**config.mk**
```make
export PLATFORM = sky130hd
export DESIGN_NAME = dmem_arbiter
export DESIGN_NICKNAME = d
export VERILOG_FILES = /design/src/rtl/dmem_arbiter.sv
export SDC_FILE = /design/constraint.sdc
export NUM_CORES = 1
export LEC_CHECK = 0
export ABC_CLOCK_PERIOD_IN_PS = 4150
export CORE_MARGIN = 2
export CORE_UTILIZATION = 25
export CTS_CLUSTER_SIZE = 25
export DETAILED_ROUTE_END_ITERATION = 7
export GPL_ROUTABILITY_DRIVEN = 0
export PLACE_DENSITY = 0.58
export SLEW_MARGIN = 10
export SYNTH_ARGS = -nofsm -noshare
export SYNTH_HDL_FRONTEND = slang
export SYNTH_SLANG_ARGS = --single-unit
```
**constraint.sdc**
```tcl
create_clock -name clk -period 4.15 [get_ports clk]
set_input_delay 0.6225 -clock clk [delete_from_list [all_inputs] [get_ports clk]]
set_output_delay 0.6225 -clock clk [all_outputs]
set_load 0.02 [all_outputs]
```
**src/rtl/dmem_arbiter.sv**
```systemverilog
// dmem_arbiter: shares one single-port, byte-addressed, big-endian data memory
// between the CPU load/store path (port 0) and a loader/debug master (port 1).
// Each word access takes IDLE -> ACCESS -> RESP, with a one-cycle memory strobe
// and a one-cycle ack. A misaligned access skips the memory entirely.
// Optional feature macro: DMEM_ARB_ROUND_ROBIN_EN (round-robin tie breaking).
// When the macro is undefined, port 0 always wins ties.
module dmem_arbiter #(
    parameter int ADDR_W = 32,
    parameter int DATA_W = 32
) (
    input  logic              clk,
    input  logic              reset,
    input  logic              req0,
    input  logic              we0,
    input  logic [ADDR_W-1:0] addr0,
    input  logic [DATA_W-1:0] wdata0,
    output logic              ack0,
    output logic              err0,
    output logic [DATA_W-1:0] rdata0,
    input  logic              req1,
    input  logic              we1,
    input  logic [ADDR_W-1:0] addr1,
    input  logic [DATA_W-1:0] wdata1,
    output logic              ack1,
    output logic              err1,
    output logic [DATA_W-1:0] rdata1,
    output logic              cpu_stall,
    output logic              mem_read,
    output logic              mem_write,
    output logic [ADDR_W-1:0] mem_addr,
    output logic [DATA_W-1:0] mem_wdata,
    input  logic [DATA_W-1:0] mem_rdata
);

    typedef enum logic [1:0] {
        IDLE,
        ACCESS,
        RESP
    } state_t;

    state_t            state;
    logic              lat_port;
    logic              lat_we;
    logic              grant_valid;
    logic              grant_port;
    logic              sel_we;
    logic [ADDR_W-1:0] sel_addr;
    logic [DATA_W-1:0] sel_wdata;
    logic              sel_mis;

`ifdef DMEM_ARB_ROUND_ROBIN_EN
    logic last_grant;

    // Pick the winner: on a tie the port that was not granted last goes first.
    always_comb begin
        grant_valid = req0 | req1;
        grant_port  = (req0 & req1) ? ~last_grant : req1;
    end

    // Remember which port received the most recent grant.
    always_ff @(posedge clk or posedge reset) begin
        if (reset) begin
            last_grant <= 1'b1;
        end else if (state == IDLE && grant_valid) begin
            last_grant <= grant_port;
        end
    end
`else
    // Pick the winner: the CPU port always wins a tie.
    always_comb begin
        grant_valid = req0 | req1;
        grant_port  = ~req0 & req1;
    end
`endif

    // Route the winning port's request fields and flag a non-word-aligned address.
    always_comb begin
        sel_we    = grant_port ? we1    : we0;
        sel_addr  = grant_port ? addr1  : addr0;
        sel_wdata = grant_port ? wdata1 : wdata0;
        sel_mis   = (sel_addr[1:0] != 2'b00);
    end

    // The CPU is stalled from the moment it requests until its ack cycle.
    assign cpu_stall = req0 & ~ack0;

    // Main FSM with registered strobes, acks, errors and read data.
    always_ff @(posedge clk or posedge reset) begin
        if (reset) begin
            state     <= IDLE;
            lat_port  <= 1'b0;
            lat_we    <= 1'b0;
            ack0      <= 1'b0;
            ack1      <= 1'b0;
            err0      <= 1'b0;
            err1      <= 1'b0;
            rdata0    <= '0;
            rdata1    <= '0;
            mem_read  <= 1'b0;
            mem_write <= 1'b0;
            mem_addr  <= '0;
            mem_wdata <= '0;
        end else begin
            ack0      <= 1'b0;
            ack1      <= 1'b0;
            err0      <= 1'b0;
            err1      <= 1'b0;
            mem_read  <= 1'b0;
            mem_write <= 1'b0;
            mem_addr  <= '0;
            mem_wdata <= '0;
            case (state)
                IDLE: begin
                    if (grant_valid) begin
                        lat_port <= grant_port;
                        lat_we   <= sel_we;
                        if (sel_mis) begin
                            state <= RESP;
                            if (grant_port) begin
                                ack1   <= 1'b1;
                                err1   <= 1'b1;
                                rdata1 <= '0;
                            end else begin
                                ack0   <= 1'b1;
                                err0   <= 1'b1;
                                rdata0 <= '0;
                            end
                        end else begin
                            state     <= ACCESS;
                            mem_read  <= ~sel_we;
                            mem_write <= sel_we;
                            mem_addr  <= sel_addr;
                            mem_wdata <= sel_wdata;
                        end
                    end
                end
                ACCESS: begin
                    state <= RESP;
                    if (lat_port) begin
                        ack1 <= 1'b1;
                        if (!lat_we) begin
                            rdata1 <= mem_rdata;
                        end
                    end else begin
                        ack0 <= 1'b1;
                        if (!lat_we) begin
                            rdata0 <= mem_rdata;
                        end
                    end
                end
                RESP: begin
                    state <= IDLE;
                end
                default: begin
                    state <= IDLE;
                end
            endcase
        end
    end

endmodule

```
======== After elaboration in Yosys (flattened, before gate mapping) ========
Cells that the tools add are included.
word-level totals
  flip-flop bits (word level) ............. 138
  output and inout port bits .............. 135
cells by class
  equal/unequal tests ..................... 8
  muxes and demuxes ....................... 41
  bitwise gates (word level) .............. 6
  reductions and logical operators ........ 6
operators with widths
  cell                                                                    count
  32-bit two-way mux                                                      17
  32-bit one-hot mux with 2 select lines                                  2
  1-bit two-way mux                                                       17
  2-bit inequality test (second input constant)                           7
  6-bit AND reduction                                                     2
  2-bit two-way mux                                                       2
  1-bit one-hot mux with 2 select lines                                   2
  2-bit one-hot mux with 2 select lines                                   1
  2-bit nonzero test                                                      2
  1-bit inverter                                                          3
  1-bit AND                                                               2
  2-bit by 1-bit equality test with 1-bit output (second input constant)  1
  2-bit zero test                                                         1
  2-bit AND reduction                                                     1
  1-bit bitwise OR                                                        1

======== Logic depth before layout (Yosys ltp) ========
Gate-level depths: netlist of run 1.
  depth after elaboration ................. 7
  gate-level depth with buffers ........... 6
  mapped depth without buffers ............ 3

======== Worst setup path after synthesis of run 1 ========
OpenSTA, ideal clock, no wires.
  kind .................................... input port to flip-flop
  from .................................... in req0
  to ...................................... reg lat_we
  setup time .............................. 125 ps
  arrival ................................. 1484 ps
  data required time ...................... 4025 ps
  path slack .............................. 2541 ps
  cell stages on the path ................. 4
  buffers on the path ..................... 1
  cell sequence ........................... nand2b_4 -> buf_4 -> mux2_2 -> mux2_2
between the ends
  longest elaborated chain between the ends .. 3
  elaborated cells between the ends (all ways) .. 5
RTL lines
  element                 RTL line  RTL
  start: declaration      13        input logic req0,
  1-bit inverter          72        grant_port = ~req0 & req1;
  1-bit AND               72
  1-bit two-way mux       78        sel_we = grant_port ? we1 : we0;
  end signal: assignment  116       lat_we <= sel_we;
  end: declaration        43        logic lat_we;
Parallel ways exist; a longest one is shown, timed or not.
A chain may end at the register's enable or synchronous reset.

======== Worst setup path after layout of run 1 ========
  from .................................... in req0
  to ...................................... out cpu_stall
between the ends
  longest elaborated chain between the ends .. 1
RTL lines
  element           RTL line  RTL
  1-bit AND         85        assign cpu_stall = req0 & ~ack0;
  end: declaration  27        output logic cpu_stall,
Every way passes these cells.

==> impl_results.md, run 1 <==
* Status: complete, no violations
* Post-Place Worst Slack at 1.095 ns
* CTS tree: yes
* Synth cell types at 31
* Dpl hpwl at 14.52 mm
* CP delay by family, top: buffers and inverters
* Reg2reg setup slack at 1.66 ns
* LEAKAGE at 4.409 nW
* Dominant cell type by area after synthesis: dfrtp_1
* Crit Path Class: in2out
* Mux share of post-synthesis cell area at 0.1108
* Synthesized flop and latch total at 138
* Synth top area cells: dfrtp_1 58%, mux2i_1 11%, a22oi_1 5.8%
* Smallest setup slack after layout at 1.486 ns
* Port-buffer cells at 300
* Slew @ Worst Pin at 1.125 ns
* CP max FO at 6
* Avg Inst Size Synth at 11.08 sq um
* CTS sink cnt at 138
* Share of the synthesized area in the top cell type at 0.5760
* Drt via density at 4.756
* Final nets at 988
* Maxcap violations at 0
* Ys Warns at 0
* Antenna Diode Count at 0
* Synth Area in Simple Gates at 0.1123
* R2r startpoint: state[1]
* Worst min path class: reg2reg
* Core area at 23540 sq um
* Most used cell, CP: clkdlybuf4s50_1
* Cell Pwr Density at 542.3 nW/um^2
* Area delta synth->final at 66.36%
* Top_reg_cell synth: dfrtp_1
* Worst vdd ir at 0.0002482 V
* Mapped Area at 5996 sq um
* Setup Skew at 0.009577 ns
* Hold Vio Cnt, Final at 0
* First drt pass iteration count at 5
* Cell chain of the critical path: clkdlybuf4s50_1 -> nor2b_1 -> clkdlybuf4s50_1
* Fin. max-slew vios at 0
* Sum Neg Setup Slack at 0 ns
* RSZ-0062 raised after global routing: false
* Io pins at 301
* Largest family of logic cells by synthesized area: compound AO/OA/AOI/OAI gates
* CTS root buf: clkbuf_16
* Slew headroom at 0.2491
* Routed WL at 21.01 mm
* Crit path largest cell delay at 0.63 ns
* Buf+Inv Stages, Crit Path at 2
* Final setup fails at 0
* CP endpoint kind: primary output
* Routed length per placed instance at 18.21 um
* Layout cells sized above 1 at 0.07305
* DRC viols at 0
* Pin count of the biggest net entering global routing at 68
* Final-layout fill cell count at 2292
* Initial Util at 0.2547
* First-pass GRT wire length at 32.82 mm
* Vias in the first global route at 5666
* Hold_sp: rdata0[31]
* CTS Hold Buffers Added at 0
* Most frequent cells in the layout: 300 x clkdlybuf4s50_1, 136 x dfrtp_1, 64 x nand2_1, 64 x nor3_1, 62 x mux2i_1
* 1st-iter DRT viols at 294
* Reg clk slew, reported paths at 0.06 ns
* Die Ht at 158.9 um
* Rows at 56
* CTS Buffer Depth at 2
* Gr usage total at 0.1676
* Multi-input logic area at 2341 sq um
* Initial antenna violation count at 0
* Fmax at 375.4 MHz
* CP required at 3.53 ns
* Synth Area in Adders at 0
* Die area at 25240 sq um
* Clk_lat worst skew at 0.42 ns
* Num CTS Buffers at 17
* CP arrival at 2.04 ns
* Final cycle utilization of the critical path at 0.6419
* Synth Area in XOR/XNOR at 0
* Setup Buffers After CTS at 0
* H-tree Lvls at 4
* FF+latch area at 3456 sq um
* Synth Area in Compound Gates at 0.1567
* Leading cell type in the layout, fill and taps excluded: clkdlybuf4s50_1
* Sequential-to-total area share from yosys stat at 0.5760
* CP Launch Point: req0
* Post-route ant nets at 0
* Gr ovfl total at 0
* Post-CTS Resized at 0
* Post-synthesis cell count at 541
* Asr flop ratio synth at 1.000
* Critical path launch point type: input port
* Vias at 5489
* Post-synth EDFFs at 0
* Post-route minimum period at 2.664 ns
* Die width at 158.9 um
* Slowest cell on crit path: clkdlybuf4s50_1
-- cell families after synthesis --
group	Yosys count
other	1
AO/OA/AOI/OAI	134
buffers and inverters	57
flip-flops	138
multiplexers	66
AND/OR/NAND/NOR	145
-- stage by stage --
step	instance area, sq um	hold WS [ns]	utilization	power, mW	instances
global route	9975	0.5501	0.4237	5.720	1154
floorplan	6003	0.5534	-	2.827	542
detailed placement	9355	0.5079	0.3974	3.860	1122
global placement	9355	0.4919	0.3974	3.829	1122
CTS	9975	0.5220	0.4237	5.489	1154
finish	9975	0.5184	0.4237	5.409	1154
-- worst register-to-register path: stages, from the launching register on --
cell     delay [ns]
dfrtp_2        0.86
buf_4          0.52
nor2_1         0.20
o21ai_4        0.25
buf_4          0.42
nor3_1         0.12
-- per-layer routing --
layer,vias up,global-route usage,wire (um)
met5,-,0,0
met4,0,0.05000,348
met3,25,0.07785,2102
met2,234,0.2805,10350
met1,2677,0.1915,8205
li1,2553,-,-
-- area by class of cell --
cell class,instances,area share
well taps,319,0.04002
repair buffers,316,0.3156
flip-flops and latches,138,0.3465
clock inverters,13,0.01668
multi-input cells,347,0.2347
inverters,2,0.001129
clock buffers,19,0.04541
-- cell usage after synthesis, types with 2 or more instances --
master    instances
dfrtp_1         138
nor3_1           65
nand2_1          64
mux2i_1          63
a22oi_1          46
o211ai_1         32
o21ai_0          32
clkbuf_1         24
a32oi_1          18
buf_2            14
buf_1             7
nor2_1            7
buf_4             4
clkbuf_2          3
clkbuf_4          3
mux2_2            3
a21oi_1           2
inv_1             2
o21ai_1           2
-- state kept, by name, summed over array words and instances, names as in the netlist, 2 cells and up --
name,count
rdata1,32
mem_addr,32
mem_wdata,32
rdata0,32
state,2
-- final timing paths --
check / endpoint / cells after the start
min in group asynchronous: mem_addr[0] / 2
min: rdata0[31] / 2
max reg2reg: mem_read / 5
max: cpu_stall / 3
min reg2reg: rdata0[31] / 2
max in group asynchronous: mem_addr[17] / 3
-- power breakdown --
| group | switching [mW] | internal [mW] | leakage, nW |
|---|---|---|---|
| combinational | 0.939 | 0.924 | 2.34 |
| clock | 0.613 | 0.983 | 0.296 |
| sequential | 0.280 | 1.67 | 1.77 |
| total | 1.83 | 3.58 | 4.41 |
No activity file was read; power rests on OpenSTA's default activity.
==> inputs of run 2 (changes only) <==
- ABC_CLOCK_PERIOD_IN_PS: 4150 -> 2550
- PLACE_DENSITY: 0.58 -> 0.56
- clock period: 4.15 -> 2.55 ns (I/O delays scaled with it)
==> run 2 against run 1 <==
Compared with the run above:
- non-clock buffer count grew 6
- wire length is essentially flat
- combinational power grew 65%
- critical endpoint unchanged
==> impl_results.md, run 2 (synthesis gave the netlist of run 1 again) <==
* Crit path largest cell delay at 0.62 ns (was 0.63 ns)
* Clk_lat worst skew at 0.42 ns (about the same)
* Final cycle utilization of the critical path at 0.8109
* CP arrival at 1.69 ns (was 2.04 ns)
* Gr ovfl total at 0 (unchanged)
* Port-buffer cells at 300 (unchanged)
* Io pins at 301 (unchanged)
* Placed Cells at 1128 (was 1122)
* Final setup fails at 0 (unchanged)
* RSZ-0062 raised after global routing: false (unchanged)
* Post-CTS Resized at 0 (unchanged)
* Leading cell type in the layout, fill and taps excluded: clkdlybuf4s50_1 (unchanged)
* CTS tree: yes (unchanged)
* Crit Path Class: in2out (unchanged)
* Layout cells sized above 1 at 0.07967 (was 0.07305)
* Area delta synth->final at 68.49% (was 66.36%)
* Routed length per placed instance at 18.11 um (was 18.21 um)
* Most used cell, CP: clkdlybuf4s50_1 (unchanged)
* H-tree Lvls at 4 (unchanged)
* Sum Neg Setup Slack at 0 ns (unchanged)
* CTS root buf: clkbuf_16 (unchanged)
* Pin count of the biggest net entering global routing at 65 (was 68)
* CTS Hold Buffers Added at 0 (unchanged)
* Pwr Total at 8.962 mW (was 5.409 mW)
* Cell Pwr Density at 887.1 nW/um^2 (was 542.3 nW/um^2)
* Slew @ Worst Pin at 0.6359 ns (was 1.125 ns)
* Critical path launch point type: input port (unchanged)
* 1st-iter DRT viols at 285 (was 294)
* Post-route ant nets at 0 (unchanged)
* Die width at 158.9 um (unchanged)
* CP required at 2.17 ns (was 3.53 ns)
* Setup Buffers After CTS at 0 (unchanged)
* First drt pass iteration count at 4 (was 5)
* CP endpoint kind: primary output (unchanged)
* Rows at 56 (unchanged)
* Reg clk slew, reported paths at 0.06 ns (about the same)
* Fin. max-slew vios at 0 (unchanged)
* Final std cells w/o fill at 1160 (was 1154)
* Num CTS Buffers at 17 (unchanged)
* First-pass GRT wire length at 33.40 mm (was 32.82 mm)
* Die area at 25240 sq um (unchanged)
* Initial antenna violation count at 0 (unchanged)
* Worst min path class: in2async (was reg2reg)
* Most frequent cells in the layout: 300 x clkdlybuf4s50_1, 136 x dfrtp_1, 64 x nand2_1, 64 x nor3_1, 62 x mux2i_1 (unchanged)
* Core area at 23540 sq um (unchanged)
* CP max FO at 3 (was 6)
* Fmax at 483.6 MHz
* Gr usage total at 0.1699 (was 0.1676)
* Vias in the first global route at 5752 (was 5666)
* Maxcap violations at 0 (unchanged)
* Slew headroom at 0.5761 (was 0.2491)
* CTS Buffer Depth at 2 (unchanged)
* Setup Skew at 0.009976 ns (was 0.009577 ns)
* WHS at 0.3697 ns (was 0.5184 ns)
* Slowest cell on crit path: clkdlybuf4s50_1 (unchanged)
* Dpl hpwl at 14.54 mm (was 14.52 mm)
* Antenna Diode Count at 0 (unchanged)
* Final nets at 994 (was 988)
* Routed WL at 21.01 mm (about the same)
* CTS sink cnt at 138 (unchanged)
* Post-route minimum period at 2.068 ns
* Vias at 5383 (was 5489)
* Initial Util at 0.2547 (unchanged)
* Worst vdd ir at 0.0003533 V (was 0.0002482 V)
* Drt via density at 4.641 (was 4.756)
* Status: complete, no violations (unchanged)
* LEAKAGE at 4.467 nW (was 4.409 nW)
* Die Ht at 158.9 um (unchanged)
* Cell chain of the critical path: clkdlybuf4s50_1 -> nor2b_1 -> clkdlybuf4s50_1 (unchanged)
* Hold Vio Cnt, Final at 0 (unchanged)
* Final-layout fill cell count at 2295 (was 2292)
* DRC viols at 0 (unchanged)
[run 2: area by class of cell]
class | instances | area [sq um] | area share
multi-input combinational | 347 | 2341 | 0.2317
clock buffer | 20 | 466.7 | 0.04620
timing repair buffer | 322 | 3243 | 0.3210
clock inverter | 12 | 185.2 | 0.01833
tap | 319 | 399.1 | 0.03951
inverter | 2 | 11.26 | 0.001115
sequential | 138 | 3456 | 0.3421
[run 2: through the flow]
step / utilization / worst slack [ns] / cell area (sq um)
after floorplan: - / 0.4464 / 6003
after global placement: 0.4014 / 0.4107 / 9450
after detailed placement: 0.4014 / 0.3722 / 9450
after CTS: 0.4291 / 0.4823 / 10100
after global routing: 0.4291 / 0.4421 / 10100
final: 0.4291 / 0.4821 / 10100
[run 2: metal layers]
metal,vias up,GRT usage,part of all wire
met4,0,0.06405,0.025
met2,225,0.2870,0.49
met3,27,0.06348,0.083
met1,2565,0.1962,0.40
met5,-,0,0
li1,2566,-,-
[run 2: path summary, 6_finish.rpt]
| path | depth (start not counted) | startpoint | slack [ns] | end |
|---|---|---|---|---|
| max | 3 | req0 | 0.48 | cpu_stall |
| min | 2 | reset | 0.37 | mem_addr[1] |
| max reg2reg | 4 | state[0] | 0.81 | rdata0[12] |
| min reg2reg | 2 | rdata0[28] | 0.51 | rdata0[28] |
| max in group asynchronous | 3 | reset | 1.57 | mem_wdata[7] |
| min in group clk | 2 | rdata0[28] | 0.51 | rdata0[28] |
[run 2: worst max-delay path: cells and delay by family]
family,cells,cell delay [ns]
buf+inv,2,1.15
simple gates,1,0.16
[run 2: power by group]
| group | total (mW) | switching, mW | internal (mW) |
|---|---|---|---|
| clock | 2.73 | 1.00 | 1.73 |
| sequential | 3.16 | 0.440 | 2.72 |
| combinational | 3.07 | 1.55 | 1.52 |
| total | 8.96 | 2.99 | 5.97 |
==> inputs of run 3 (changes only) <==
- ABC_CLOCK_PERIOD_IN_PS: 2550 -> 1920
- clock period: 2.55 -> 1.92 ns (I/O delays scaled with it)
==> run 3 against run 2 <==
Compared with the run above:
- critical path type is now reg2out
- largest power group unchanged
- sequential power is 32% higher
- critical endpoint is now rdata1[29]
- critical path depth is 2 lower
- non-clock buffer count is 5 higher
- via count is 1.4% higher
- die area stayed put
==> impl_results.md, run 3 (synthesis gave the netlist of run 1 again) <==
* Worst vdd ir at 0.0005018 V (was 0.0003533 V)
* Gr usage total at 0.1650 (was 0.1699)
* RSZ-0062 raised after global routing: false (unchanged)
* Hold Vio Cnt, Final at 0 (unchanged)
* Layout cells sized above 1 at 0.08274 (was 0.07967)
* Gr ovfl total at 0 (unchanged)
* Final nets at 999 (was 994)
* Fmax at 571.3 MHz
* H-tree Lvls at 4 (unchanged)
* Cell chain of the critical path: clkdlybuf4s50_1 (was clkdlybuf4s50_1 -> nor2b_1 -> clkdlybuf4s50_1)
* Final setup fails at 0 (unchanged)
* Pin count of the biggest net entering global routing at 69 (was 65)
* Clk_lat worst skew at 0.41 ns (was 0.42 ns)
* Status: complete, no violations (unchanged)
* Slowest cell on crit path: clkdlybuf4s50_1 (unchanged)
* Vias in the first global route at 5620 (was 5752)
* Buf+Inv Stages, Crit Path at 1 (was 2)
* Reg clk slew, reported paths at 0.07 ns (was 0.06 ns)
* 1st-iter DRT viols at 229 (was 285)
* Initial antenna violation count at 0 (unchanged)
* CTS Hold Buffers Added at 0 (unchanged)
* Worst min path class: in2async (unchanged)
* Final std cells w/o fill at 1165 (was 1160)
* Die area at 25240 sq um (unchanged)
* Vias at 5459 (was 5383)
* CTS sink cnt at 138 (unchanged)
* Die Ht at 158.9 um (unchanged)
* Post-route minimum period at 1.750 ns
* CP delay by family, top: buffers and inverters (unchanged)
* Core area at 23540 sq um (unchanged)
* Cell Pwr Density at 1132 nW/um^2 (was 887.1 nW/um^2)
* Slew @ Worst Pin at 0.7615 ns (was 0.6359 ns)
* Sw Pwr at 3.979 mW (was 2.992 mW)
* Leading cell type in the layout, fill and taps excluded: clkdlybuf4s50_1 (unchanged)
* Clock share of power at 0.273 (was 0.305)
* CTS Buffer Depth at 2 (unchanged)
* CTS root buf: clkbuf_16 (unchanged)
* Switching portion of total power at 0.3479 (was 0.3339)
* Dpl hpwl at 14.58 mm (was 14.54 mm)
* Most frequent cells in the layout: 299 x clkdlybuf4s50_1, 136 x dfrtp_1, 64 x nand2_1, 64 x nor3_1, 62 x mux2i_1 (was 300 x clkdlybuf4s50_1, 136 x dfrtp_1, 64 x nand2_1, 64 x nor3_1, 62 x mux2i_1)
* Post-route ant nets at 0 (unchanged)
* Num CTS Buffers at 17 (unchanged)
* CTS tree: yes (unchanged)
* LEAKAGE at 4.480 nW (was 4.467 nW)
* Maxcap violations at 0 (unchanged)
* Slew headroom at 0.4923 (was 0.5761)
* CP endpoint kind: primary output (unchanged)
* Crit Path Class: reg2out (was in2out)
* DRC viols at 0 (unchanged)
* Combinational share of power at 0.363 (was 0.343)
* CP arrival at 1.46 ns (was 1.69 ns)
* Initial Util at 0.2547 (unchanged)
* Setup Buffers After CTS at 0 (unchanged)
* Setup Skew at 0.01091 ns (was 0.009976 ns)
* Rows at 56 (unchanged)
* P_int at 7.457 mW (was 5.970 mW)
* Area delta synth->final at 68.55% (was 68.49%)
* Routed length per placed instance at 17.73 um (was 18.11 um)
* Io pins at 301 (unchanged)
* Routed WL at 20.66 mm (was 21.01 mm)
* Crit path largest cell delay at 0.68 ns (was 0.62 ns)
* Cell area after layout at 10110 sq um (was 10100 sq um)
* Post-CTS Resized at 0 (unchanged)
* CP required at 1.63 ns (was 2.17 ns)
* First-pass GRT wire length at 32.49 mm (was 33.40 mm)
* CP max FO at 3 (unchanged)
* Antenna Diode Count at 0 (unchanged)
* Fin. max-slew vios at 0 (unchanged)
* Reg power frac at 0.364 (was 0.352)
* Drt via density at 4.686 (was 4.641)
* Placed Cells at 1133 (was 1128)
* Die width at 158.9 um (unchanged)
* Final cycle utilization of the critical path at 0.9116
* DP Area at 9550 sq um (was 9450 sq um)
* Critical path launch point type: flop (was input port)
* First drt pass iteration count at 4 (unchanged)
* Port-buffer cells at 300 (unchanged)
* Final-layout fill cell count at 2292 (was 2295)
run 3: cell count changes in the layout (fill, tap and decap cells not counted), sizes merged:
cell and delta:
clkinv +5, bufinv -3, dlymetal6s2s +1, buf +5, clkdlybuf4s50 -1, clkinvlp -1
clkbuf -1
run 3: path summary, 6_finish.rpt:
| check | depth (start not counted) | slack [ns] | end | from |
|---|---|---|---|---|
| min in group clk | 3 | 0.48 | mem_wdata[24] | wdata1[24] |
| max | 1 | 0.17 | rdata1[29] | rdata1[29] |
| max reg2reg | 3 | 0.41 | rdata1[22] | state[1] |
| min reg2reg | 2 | 0.51 | rdata0[29] | rdata0[29] |
| max in group asynchronous | 4 | 1.10 | rdata0[30] | reset |
| min | 2 | 0.15 | mem_addr[1] | reset |
run 3: power groups by stage:
stage               Sequential (mW)  Combinational (mW)  Clock [mW]
floorplan                      4.96                1.15           0
global placement               4.19                4.16           0
detailed placement             4.22                4.20           0
CTS                            4.17                4.21        3.22
global route                   4.29                4.47        3.35
finish                         4.16                4.16        3.12
run 3: layout make-up:
class / instances / area [sq um] / area share
Clock buffer: 19 / 432.9 / 0.04284
Clock inverter: 13 / 120.1 / 0.01189
Inverter: 2 / 11.26 / 0.001114
Multi-Input combinational cell: 347 / 2341 / 0.2316
Sequential cell: 138 / 3456 / 0.3420
Tap cell: 319 / 399.1 / 0.03950
Timing Repair Buffer: 327 / 3346 / 0.3311
run 3: metrics by stage:
stage	TNS [ns]	power, mW	util	hold slack, ns	setup WS, ns
2_1_floorplan	-12.30	6.110	-	0.3737	-0.08912
3_3_place_gp	-1.592	8.347	0.4057	0.4924	-0.03986
3_5_place_dp	-1.927	8.421	0.4057	0.5019	-0.05854
4_1_cts	0	11.60	0.4292	0.1364	0.01256
5_1_grt	0	12.11	0.4293	0.1408	0.09349
6_report	0	11.44	0.4293	0.1512	0.1697
run 3: per-layer routing:
metal	vias to the layer above	wire length (um)	track usage
met5	-	0	0
met4	0	294	0.04298
met3	14	1716	0.06191
met2	229	10090	0.2761
met1	2638	8558	0.2004
li1	2578	-	-
